==> src/rtl/dda_feed_pkg.sv <==
// -----------------------------------------------------------------------------
// dda_feed_pkg
// Shared types and constants for the DDA command feeder.
//   NMAX1      : largest pulse count the DDA can emit in one period
//   CMD_STOP   : zero-velocity command issued when the buffer runs dry
//   dda_cmd_t  : command word, dir in bit 7, magnitude in bits 6:0
//   feed_state_t : IDLE / COUNT / ISSUE period-sequencer states
// -----------------------------------------------------------------------------
package dda_feed_pkg;

    localparam int         NMAX1    = 49;
    localparam logic [7:0] CMD_STOP = 8'h00;

    typedef struct packed {
        logic       dir;
        logic [6:0] mag;
    } dda_cmd_t;

    typedef enum logic [1:0] {
        IDLE  = 2'd0,
        COUNT = 2'd1,
        ISSUE = 2'd2
    } feed_state_t;

    // Saturate the magnitude to what the DDA can physically produce;
    // direction passes through untouched.
    function automatic dda_cmd_t clamp_cmd(input dda_cmd_t cmd);
        dda_cmd_t res;
        res = cmd;
        if (cmd.mag > 7'(NMAX1)) begin
            res.mag = 7'(NMAX1);
        end
        return res;
    endfunction

endpackage

==> src/rtl/dda_cmd_fifo.sv <==
// -----------------------------------------------------------------------------
// dda_cmd_fifo
// Synchronous FIFO holding host step commands until the period tick pops them.
// The caller is responsible for qualifying i_push / i_pop (no push into a full
// FIFO unless a pop happens in the same cycle, no pop from an empty FIFO).
//   clk, rst_n : clock, asynchronous active-low reset
//   i_push     : write i_wdata at the tail this cycle
//   i_pop      : advance the head this cycle
//   i_wdata    : word to write
//   o_rdata    : head word (combinational, valid when not empty)
//   o_full     : DEPTH entries held
//   o_empty    : no entries held
//   o_level    : occupancy, 0..DEPTH
// -----------------------------------------------------------------------------
module dda_cmd_fifo #(
    parameter int DEPTH = 16,
    parameter int WIDTH = 8
) (
    input  logic                     clk,
    input  logic                     rst_n,
    input  logic                     i_push,
    input  logic                     i_pop,
    input  logic [WIDTH-1:0]         i_wdata,
    output logic [WIDTH-1:0]         o_rdata,
    output logic                     o_full,
    output logic                     o_empty,
    output logic [$clog2(DEPTH):0]   o_level
);

    localparam int AW = $clog2(DEPTH);

    // Pointers carry one extra wrap bit: equal pointers mean empty, pointers
    // differing only in the wrap bit mean full.
    logic [AW:0]      r_wr_ptr;
    logic [AW:0]      r_rd_ptr;
    logic [WIDTH-1:0] r_mem [DEPTH];

    // NOTE: sequential state is always updated with non-blocking assignments
    // so every flop samples the pre-edge value of its neighbours.
    always_ff @(posedge clk or negedge rst_n) begin
        if (!rst_n) begin
            r_wr_ptr <= '0;
            r_rd_ptr <= '0;
        end else begin
            if (i_push) r_wr_ptr <= r_wr_ptr + 1'b1;
            if (i_pop)  r_rd_ptr <= r_rd_ptr + 1'b1;
        end
    end

    // NOTE: the storage array is deliberately not reset; the pointers alone
    // define which entries are valid, and leaving it unreset lets it map to RAM.
    always_ff @(posedge clk) begin
        if (i_push) r_mem[r_wr_ptr[AW-1:0]] <= i_wdata;
    end

    // Head is read before the edge, so a push into the slot being popped
    // (full FIFO, simultaneous push/pop) cannot corrupt the outgoing word.
    assign o_rdata = r_mem[r_rd_ptr[AW-1:0]];
    assign o_level = r_wr_ptr - r_rd_ptr;
    assign o_empty = (r_wr_ptr == r_rd_ptr);
    assign o_full  = (o_level == (AW+1)'(DEPTH));

endmodule

==> src/rtl/dda_cmd_feeder.sv <==
// -----------------------------------------------------------------------------
// dda_cmd_feeder
// Buffers host step commands and issues exactly one command to the DDA every
// PERIOD_CYC clocks, substituting a stop command when the buffer is empty.
//   clk, rst_n   : clock, asynchronous active-low reset
//   host_data    : command word from host (bit7 dir, bits 6:0 pulses)
//   host_we      : one-cycle push strobe
//   enable       : runs the period timer while high
//   clr_flags    : one-cycle clear of sticky flags (a same-cycle set wins)
//   dda_busy     : DDA still working on the previous command
//   dda_n        : registered command word to the DDA
//   dda_wr       : registered load strobe, WR_PULSE_CYC cycles wide
//   fifo_full / fifo_empty / fifo_level : buffer status
//   underrun     : sticky, a period was issued from an empty buffer
//   overflow     : sticky, a push was dropped on a full buffer
//   late         : sticky, dda_busy was high at an issue tick
// Build option: define DDA_FEED_CLAMP_EN to saturate magnitudes to NMAX1.
// -----------------------------------------------------------------------------
module dda_cmd_feeder
    import dda_feed_pkg::*;
#(
    parameter int DEPTH        = 16,
    parameter int PERIOD_CYC   = 20000,
    parameter int WR_PULSE_CYC = 2
) (
    input  logic                   clk,
    input  logic                   rst_n,
    input  logic [7:0]             host_data,
    input  logic                   host_we,
    input  logic                   enable,
    input  logic                   clr_flags,
    input  logic                   dda_busy,
    output logic [7:0]             dda_n,
    output logic                   dda_wr,
    output logic                   fifo_full,
    output logic                   fifo_empty,
    output logic [$clog2(DEPTH):0] fifo_level,
    output logic                   underrun,
    output logic                   overflow,
    output logic                   late
);

    localparam int TW = $clog2(PERIOD_CYC);

    feed_state_t r_state;
    feed_state_t w_state_next;
    logic [TW-1:0] r_timer;
    logic [2:0]    r_pulse_cnt;
    logic [2:0]    w_pulse_next;
    logic [7:0]    r_dda_n;
    logic          r_dda_wr;
    logic          r_underrun;
    logic          r_overflow;
    logic          r_late;

    logic          w_tick;
    logic          w_pop;
    logic          w_push;
    logic [7:0]    w_fifo_rdata;
    dda_cmd_t      w_head;
    dda_cmd_t      w_head_fwd;
    dda_cmd_t      w_cmd_next;

    dda_cmd_fifo #(
        .DEPTH (DEPTH),
        .WIDTH (8)
    ) u_fifo (
        .clk     (clk),
        .rst_n   (rst_n),
        .i_push  (w_push),
        .i_pop   (w_pop),
        .i_wdata (host_data),
        .o_rdata (w_fifo_rdata),
        .o_full  (fifo_full),
        .o_empty (fifo_empty),
        .o_level (fifo_level)
    );

    // The timer runs whenever enable is high, independent of the FSM state,
    // so the tick spacing is exactly PERIOD_CYC even across the ISSUE phase.
    assign w_tick = enable && (r_timer == TW'(PERIOD_CYC - 1));
    assign w_pop  = w_tick && !fifo_empty;
    // A full FIFO still accepts a push when the tick frees a slot this cycle.
    assign w_push = host_we && (!fifo_full || w_pop);

    assign w_head = dda_cmd_t'(w_fifo_rdata);
`ifdef DDA_FEED_CLAMP_EN
    assign w_head_fwd = clamp_cmd(w_head);
`else
    assign w_head_fwd = w_head;
`endif
    assign w_cmd_next = fifo_empty ? dda_cmd_t'(CMD_STOP) : w_head_fwd;

    always_ff @(posedge clk or negedge rst_n) begin
        if (!rst_n) begin
            r_timer <= '0;
        end else if (!enable || w_tick) begin
            r_timer <= '0;
        end else begin
            r_timer <= r_timer + 1'b1;
        end
    end

    // NOTE: every signal driven here gets a default first, so no path through
    // the case can leave a value unassigned and infer a latch.
    always_comb begin
        w_state_next = r_state;
        w_pulse_next = r_pulse_cnt;
        case (r_state)
            IDLE: begin
                w_pulse_next = '0;
                if (enable) w_state_next = COUNT;
            end
            COUNT: begin
                w_pulse_next = '0;
                if (w_tick) w_state_next = ISSUE;
            end
            ISSUE: begin
                if (r_pulse_cnt == 3'(WR_PULSE_CYC - 1)) begin
                    w_state_next = COUNT;
                    w_pulse_next = '0;
                end else begin
                    w_pulse_next = r_pulse_cnt + 1'b1;
                end
            end
            default: w_state_next = IDLE;
        endcase
        if (!enable) w_state_next = IDLE;
    end

    always_ff @(posedge clk or negedge rst_n) begin
        if (!rst_n) begin
            r_state     <= IDLE;
            r_pulse_cnt <= '0;
            r_dda_wr    <= 1'b0;
            r_dda_n     <= CMD_STOP;
        end else begin
            r_state     <= w_state_next;
            r_pulse_cnt <= w_pulse_next;
            // Strobe is high exactly while the FSM sits in ISSUE.
            r_dda_wr    <= (w_state_next == ISSUE);
            if (w_tick) r_dda_n <= w_cmd_next;
        end
    end

    // Sticky flags: a set event in the same cycle as clr_flags takes priority.
    always_ff @(posedge clk or negedge rst_n) begin
        if (!rst_n) begin
            r_underrun <= 1'b0;
            r_overflow <= 1'b0;
            r_late     <= 1'b0;
        end else begin
            if (w_tick && fifo_empty)                 r_underrun <= 1'b1;
            else if (clr_flags)                       r_underrun <= 1'b0;
            if (host_we && fifo_full && !w_pop)       r_overflow <= 1'b1;
            else if (clr_flags)                       r_overflow <= 1'b0;
            if (w_tick && dda_busy)                   r_late     <= 1'b1;
            else if (clr_flags)                       r_late     <= 1'b0;
        end
    end

    assign dda_n    = r_dda_n;
    assign dda_wr   = r_dda_wr;
    assign underrun = r_underrun;
    assign overflow = r_overflow;
    assign late     = r_late;

endmodule

==> config.mk <==
export PLATFORM = sky130hd
export DESIGN_NAME = dda_cmd_feeder
export DESIGN_NICKNAME = d
export VERILOG_FILES = /design/src/rtl/dda_feed_pkg.sv /design/src/rtl/dda_cmd_fifo.sv /design/src/rtl/dda_cmd_feeder.sv
export SDC_FILE = /design/constraint.sdc
export NUM_CORES = 1
export LEC_CHECK = 0
export CORE_MARGIN = 2
export CORE_UTILIZATION = 35
export DETAILED_ROUTE_END_ITERATION = 16
export GPL_ROUTABILITY_DRIVEN = 0
export HOLD_SLACK_MARGIN = 0.03
export MAX_ROUTING_LAYER = met4
export PLACE_DENSITY = 0.56
export SKIP_LAST_GASP = 1
export SYNTH_ARGS = -nofsm -noshare
export SYNTH_HDL_FRONTEND = slang
export SYNTH_HIERARCHICAL = 1
export SYNTH_SLANG_ARGS = --single-unit
==> constraint.sdc <==
create_clock -name clk -period 3.3 [get_ports clk]
set_input_delay 0.99 -clock clk [delete_from_list [all_inputs] [get_ports clk]]
set_output_delay 0.99 -clock clk [all_outputs]
set_load 0.05 [all_outputs]
# Word-level counts from Yosys, hierarchy flattened
# Memories as Yosys holds them, arrays and structs flattened.
# Index checks and enable logic that the tools add are counted.
dict set report totals {
  ff_bits 42
  latch_bits 0
  mem_bits_rw 128
  mem_bits_ro 0
  in_bits 14
  wordCells 56
  mem_count 1
}
# memory depth word_bits read_ports rd_clocked_by_memory_dff wr line_no
set mem_list {}
lappend mem_list {u_fifo.r_mem 16 8 1 0 1 dda_cmd_fifo.sv:36} ;# logic [WIDTH-1:0] r_mem [DEPTH];
dict set report classes {
  addsub 5
  mul 0
  div 0
  n_lt_le_gt_ge 0
  eq_ne 7
  n_shift 0
  mux 14
  bitwise 0
  n_reduce_logical 19
}
# op count
set ops {}
lappend ops {{adder 15 x 1 -> 15 bit (second input constant)} 1}
lappend ops {{== test 15 bit (second input constant)} 1}
lappend ops {{2-to-1 mux 15 bit} 1}
lappend ops {{adder 5 x 1 -> 5 bit (second input constant)} 2}
lappend ops {{2-to-1 mux 8 bit} 1}
lappend ops {{nonzero test 2 bit} 4}
lappend ops {{logical AND 1 bit} 7}
lappend ops {{2-to-1 mux 1 bit} 6}
lappend ops {{2-to-1 mux 2 bit} 3}
lappend ops {{one-hot mux 2 bit (3 select lines)} 1}
lappend ops {{one-hot mux 3 bit (2 select lines)} 1}
lappend ops {{== test 5 bit} 1}
lappend ops {{== test 5 bit (second input constant)} 1}
lappend ops {{subtractor 5 bit} 1}
lappend ops {{== test 2 bit (second input constant)} 2}
lappend ops {{logical NOT 1 bit} 4}
lappend ops {{adder 3 x 1 -> 3 bit (second input constant)} 1}
lappend ops {{== test 3 x 1 -> 1 bit (second input constant)} 1}
lappend ops {{2-to-1 mux 3 bit} 1}
lappend ops {{== test 2 x 1 -> 1 bit (second input constant)} 1}
lappend ops {{logical NOT 2 bit} 1}
lappend ops {{logical OR 1 bit} 2}
lappend ops {{OR reduction 2 bit} 1}

# Logic depth before layout (Yosys ltp)
dict set report depth {
  depth_word 7
  mapped_depth 15
}

# Cells and area by module
# The synthesis kept the hierarchy.
# mod n_inst cells_each area_each_um2
set by_module_without_submodules {}
lappend by_module_without_submodules {dda_cmd_fifo 1 299 5647.9}
lappend by_module_without_submodules {dda_cmd_feeder 1 140 1547.7}

# Worst setup path before layout
# No wires, ideal clock.
dict set report synth_timing {
  path_kind {reg2reg}
  start {register u_fifo.r_rd_ptr[2]}
  end {register u_fifo.r_wr_ptr[4]}
  arrival_ns 5.117
  slack_ns -1.971
  stages_incl_launch_ff 16
  period_less_slack_ns 5.271
  cell_sequence {dfrtp_1 buf_2 buf_2 buf_2 inv_1 ha_1 nand2b_1 a21oi_1 xnor2_1 nor4b_1 inv_1 o21a_1 clkbuf_1 nand2_1 nor2_1 xor2_1}
}
dict set report synth_via {
  elab_chain_len 5
  word_cells_on_any_way 8
  cone_classes {1 x add/sub; 2 x eq/ne; 5 x reduce/logical}
}
# item line_no
set synth_rtl {}
lappend synth_rtl {{start, declared} dda_cmd_fifo.sv:35} ;# logic [AW:0] r_rd_ptr;
lappend synth_rtl {{start signal, assigned} dda_cmd_fifo.sv:46} ;# if (i_pop) r_rd_ptr <= r_rd_ptr + 1'b1;
lappend synth_rtl {{subtractor 5 bit} dda_cmd_fifo.sv:59} ;# assign o_level = r_wr_ptr - r_rd_ptr;
lappend synth_rtl {{via fifo_level[4]} dda_cmd_feeder.sv:37} ;# output logic [$clog2(DEPTH):0] fifo_level,
lappend synth_rtl {{== test 5 bit} dda_cmd_fifo.sv:61} ;# assign o_full = (o_level == (AW+1)'(DEPTH));
lappend synth_rtl {{via fifo_full} dda_cmd_feeder.sv:35} ;# output logic fifo_full,
lappend synth_rtl {{logical NOT 1 bit} dda_cmd_feeder.sv:84} ;# assign w_push = host_we && (!fifo_full || w_pop);
lappend synth_rtl {{logical OR 1 bit} dda_cmd_feeder.sv:84}
lappend synth_rtl {{logical AND 1 bit} dda_cmd_feeder.sv:84}
lappend synth_rtl {{via w_push} dda_cmd_feeder.sv:58} ;# logic w_push;
lappend synth_rtl {{end signal, assigned} dda_cmd_fifo.sv:45} ;# if (i_push) r_wr_ptr <= r_wr_ptr + 1'b1;
lappend synth_rtl {{end, declared} dda_cmd_fifo.sv:34} ;# logic [AW:0] r_wr_ptr;
# The timed path passes the listed nets, and every way through them passes these cells.
# A chain may end at the register's enable or synchronous reset.

# Final worst setup path
dict set report layout_timing {
  start {register u_fifo.r_wr_ptr[0]}
  end {output fifo_full}
}
dict set report layout_via {
  elab_chain_len 2
}
# item line_no
set layout_rtl {}
lappend layout_rtl {{subtractor 5 bit} dda_cmd_fifo.sv:59}
lappend layout_rtl {{== test 5 bit} dda_cmd_fifo.sv:61}
lappend layout_rtl {{end, declared} dda_cmd_feeder.sv:35}
# No other way between the ends.

==> metrics <==
Post-Synth XOR/XNOR Area slightly above 3%; CTS buffer count 17; max-cap violations 0; post-synthesis async set-or-reset flop share ~25%; CP Capture Point fifo_full; Syn Area/Cell approximately 16 um2; dominant synthesized flop cell edfxtp_1; Core Footprint 20200 um2; main combinational cell family by area after synthesis multiplexers; worst slew pin tran 1.01 ns; final count of negative-setup-slack endpoints 1; Multi-input gate area between 2000 and 2500 um2; wire length of the first global-routing pass about 23000 um; sequential cell area 4900 um2; Synth area leaders edfxtp_1 (53%), dfrtp_1 (15%), mux4_2 (5.3%), mux2i_1 (3.3%), mux4_1 (2.6%); top-area cell type share of the netlist area 53.4%; Crit. End Element output port; Slew headroom 32.9%; die height roughly 150 um; CTS tree built; failing checks setup timing; routed wire length about 14000 um; Hold Path Class reg2reg; post-route minimum period 3.30 ns; worst setup path start u_fifo/r_wr_ptr[0]; hold buffer count at cts 0; Mapped Cells 439; initial antenna violation count 0; r2r setup slk 0.15 ns; Area Growth Syn to Fin 20.0%; Worst-Skew Late Latency roughly 0.42 ns; hold violation total from the final report 0; adder-cell area share of the yosys netlist about 2.0%; Root Buffer clkbuf_16; Initial Utilization approximately 36%; wire length per cell between 15 and 20 um; Die ar. between 20000 and 25000 um2; Netlist cell types 46; peak supply drop ~0.33 mV; H-tree depth 4; HPWL Detailed approximately 10000 um; Syn Nets 464; Post-Synth Simple-Gate Area under 10%; deepest clock path buffer count 2; synth warn 6; Cell Area, Synth 7200 um2; mux contribution to synthesized area around 13%; placed cell areas 8010 um2; 1st-iter DRT viols 215; Worst Skew between 0.01 and 0.015 ns; Crit Path Category reg2out; R2R Path End u_fifo/r_mem[5][4]; Synth top cells by count edfxtp_1 (128), dfrtp_1 (42), nor2_1 (33); Critical Path Fanout Max 3; io pins 33; Sum Neg Setup Slack -0.00101 ns; most frequent cell after synthesis edfxtp_1; Sink Count 170; status finished, violations left; Ant. Diodes 0; pin count of the biggest net entering global routing 44; Worst EP required between 2 and 2.5 ns; Setup WS post-layout -0.00101 ns; LEAKAGE 0.00303 uW; Rows 52; gr usage total approximately 15%; Inst Count DP between 700 and 800; Critical Path Source Type flop; synthesis-stage register bit count 170; fmax between 0.3 and 0.4 GHz; clock slew at reported path FFs 0.07 ns; worst r2r src u_fifo/r_wr_ptr[0]; hold slack final ~0.5 ns; DR vias/cell around 5.0; IO Port Bufs 32; number of global-route vias before repair between 3k and 4k; Yosys top cell by area edfxtp_1; RSZ-0062 raised after global routing yes; fraction of layout cells with a size suffix above 1 between 20% and 30%; final slew viol count 0; Critical Path AT about 2.3 ns; fin area roughly 8600 um2; Reg2Reg Depth 12; chip width 147 um; P per Cell Area approximately 680 nW/um2; Fill cells roughly 1.8k; Final nets roughly 510; DRT antenna net count 0; register area share after synthesis 68.0%; compound-gate portion of the synthesized area about 3.3%; gr ovfl total 0; non-filler cells, final between 700 and 800; via count about 3.8k; drt drc 0; final period utilization 100%; DR pass1 iterations 4; EDFF count, synth around 130; post-layout total power 5900 uW
[metrics by stage]
stage	utilization, %	setup slack [ns]
finish	42.7	-0.00101
global route	42.7	-0.127
CTS	42.6	-0.0379
detailed placement	39.6	-0.00704
global placement	39.6	0.140
floorplan	-	-0.00472
[sequential cells by signal, indices dropped and copies added (netlist names)]
| signal | flops |
|---|---|
| late | 1 |
| u_fifo/r_rd_ptr | 5 |
| dda_n | 8 |
| u_fifo/r_wr_ptr | 5 |
| r_state | 2 |
| overflow | 1 |
| r_timer | 15 |
| r_pulse_cnt | 3 |
| dda_wr | 1 |
| underrun | 1 |
| u_fifo/r_mem | 128 |
[power breakdown]
part | internal, uW | switching [uW] | total [uW]
clock | 1070 | 877 | 1950
sequential | 2510 | 68.8 | 2580
combinational | 564 | 803 | 1370
total | 4150 | 1750 | 5900
[how the worst min path moves through the flow]
| stage | depth (start not counted) | slack (ns) | to | startpoint |
|---|---|---|---|---|
| 6_report | 1 | 0.49 | r_timer[0] | r_timer[0] |
| 5_1_grt | 1 | 0.52 | u_fifo/r_rd_ptr[4] | u_fifo/r_rd_ptr[4] |
| 4_1_cts | 1 | 0.50 | r_timer[0] | r_timer[0] |
| 3_5_place_dp | 1 | 0.49 | r_timer[0] | r_timer[0] |
| 3_3_place_gp | 1 | 0.48 | r_timer[0] | r_timer[0] |
| 2_1_floorplan | 1 | 0.45 | r_timer[0] | r_timer[0] |
[final cells by class]
type / count / share of cell area [%]
timing repair buffer: 50 / 5.88
multi-input combinational: 237 / 26.3
clock inverter: 14 / 1.72
inverter: 12 / 0.522
sequential: 170 / 56.7
clock buffer: 18 / 4.97
tap: 270 / 3.91
[kinds of logic after synthesis]
family | Yosys count
xor gates and xnor gates | 25
AOI/OAI and AO/OA | 38
and+or+nand+nor | 107
muxes | 56
adders and majority gates | 11
DFF | 170
buffers and inverters | 32
[critical path, stage by stage (launching register included)]
cell      delay [ns]
dfrtp_2         0.37
inv_2           0.06
ha_4            0.16
fa_2            0.36
nand2b_4        0.16
a21oi_4         0.17
xnor2_4         0.13
nor4b_4         0.29
buf_12          0.18
[repair_timing]
item                                    in CTS  in global routing
buffers inserted                             4                  0
endpoints found under the setup margin       9                 49
pin swaps                                    4                  0
resized for setup                            1                  6
[metal layers]
metal  part of all wire [%]  vias up  track usage, %
met5                      0        -               -
li1                       -     1762               -
met2                     48       86            22.6
met1                     46     1977            19.9
met3                    5.6        9            3.98
met4                   0.66        0            3.46
[cell usage in the layout (no fill, tap or decap), types with 7 or more instances in the layout]
cell,netlist,final
edfxtp_1,128,128
dfrtp_1,42,40
nor2_1,33,24
clkdlybuf4s50_1,0,24
mux2i_1,24,24
buf_4,1,19
clkbuf_16,0,17
mux4_2,17,17
nand2_1,17,13
xnor2_1,14,12
o21ai_1,11,11
xor2_1,11,10
inv_1,12,10
o21ai_0,10,10
nor2b_1,10,10
nand3_1,9,9
nor2_2,0,9
mux2_4,8,8
ha_1,10,8
inv_6,0,8
nand4_1,7,7
a221oi_1,7,7
mux4_1,7,7
Note: power is estimated with default switching activity, not from simulation.
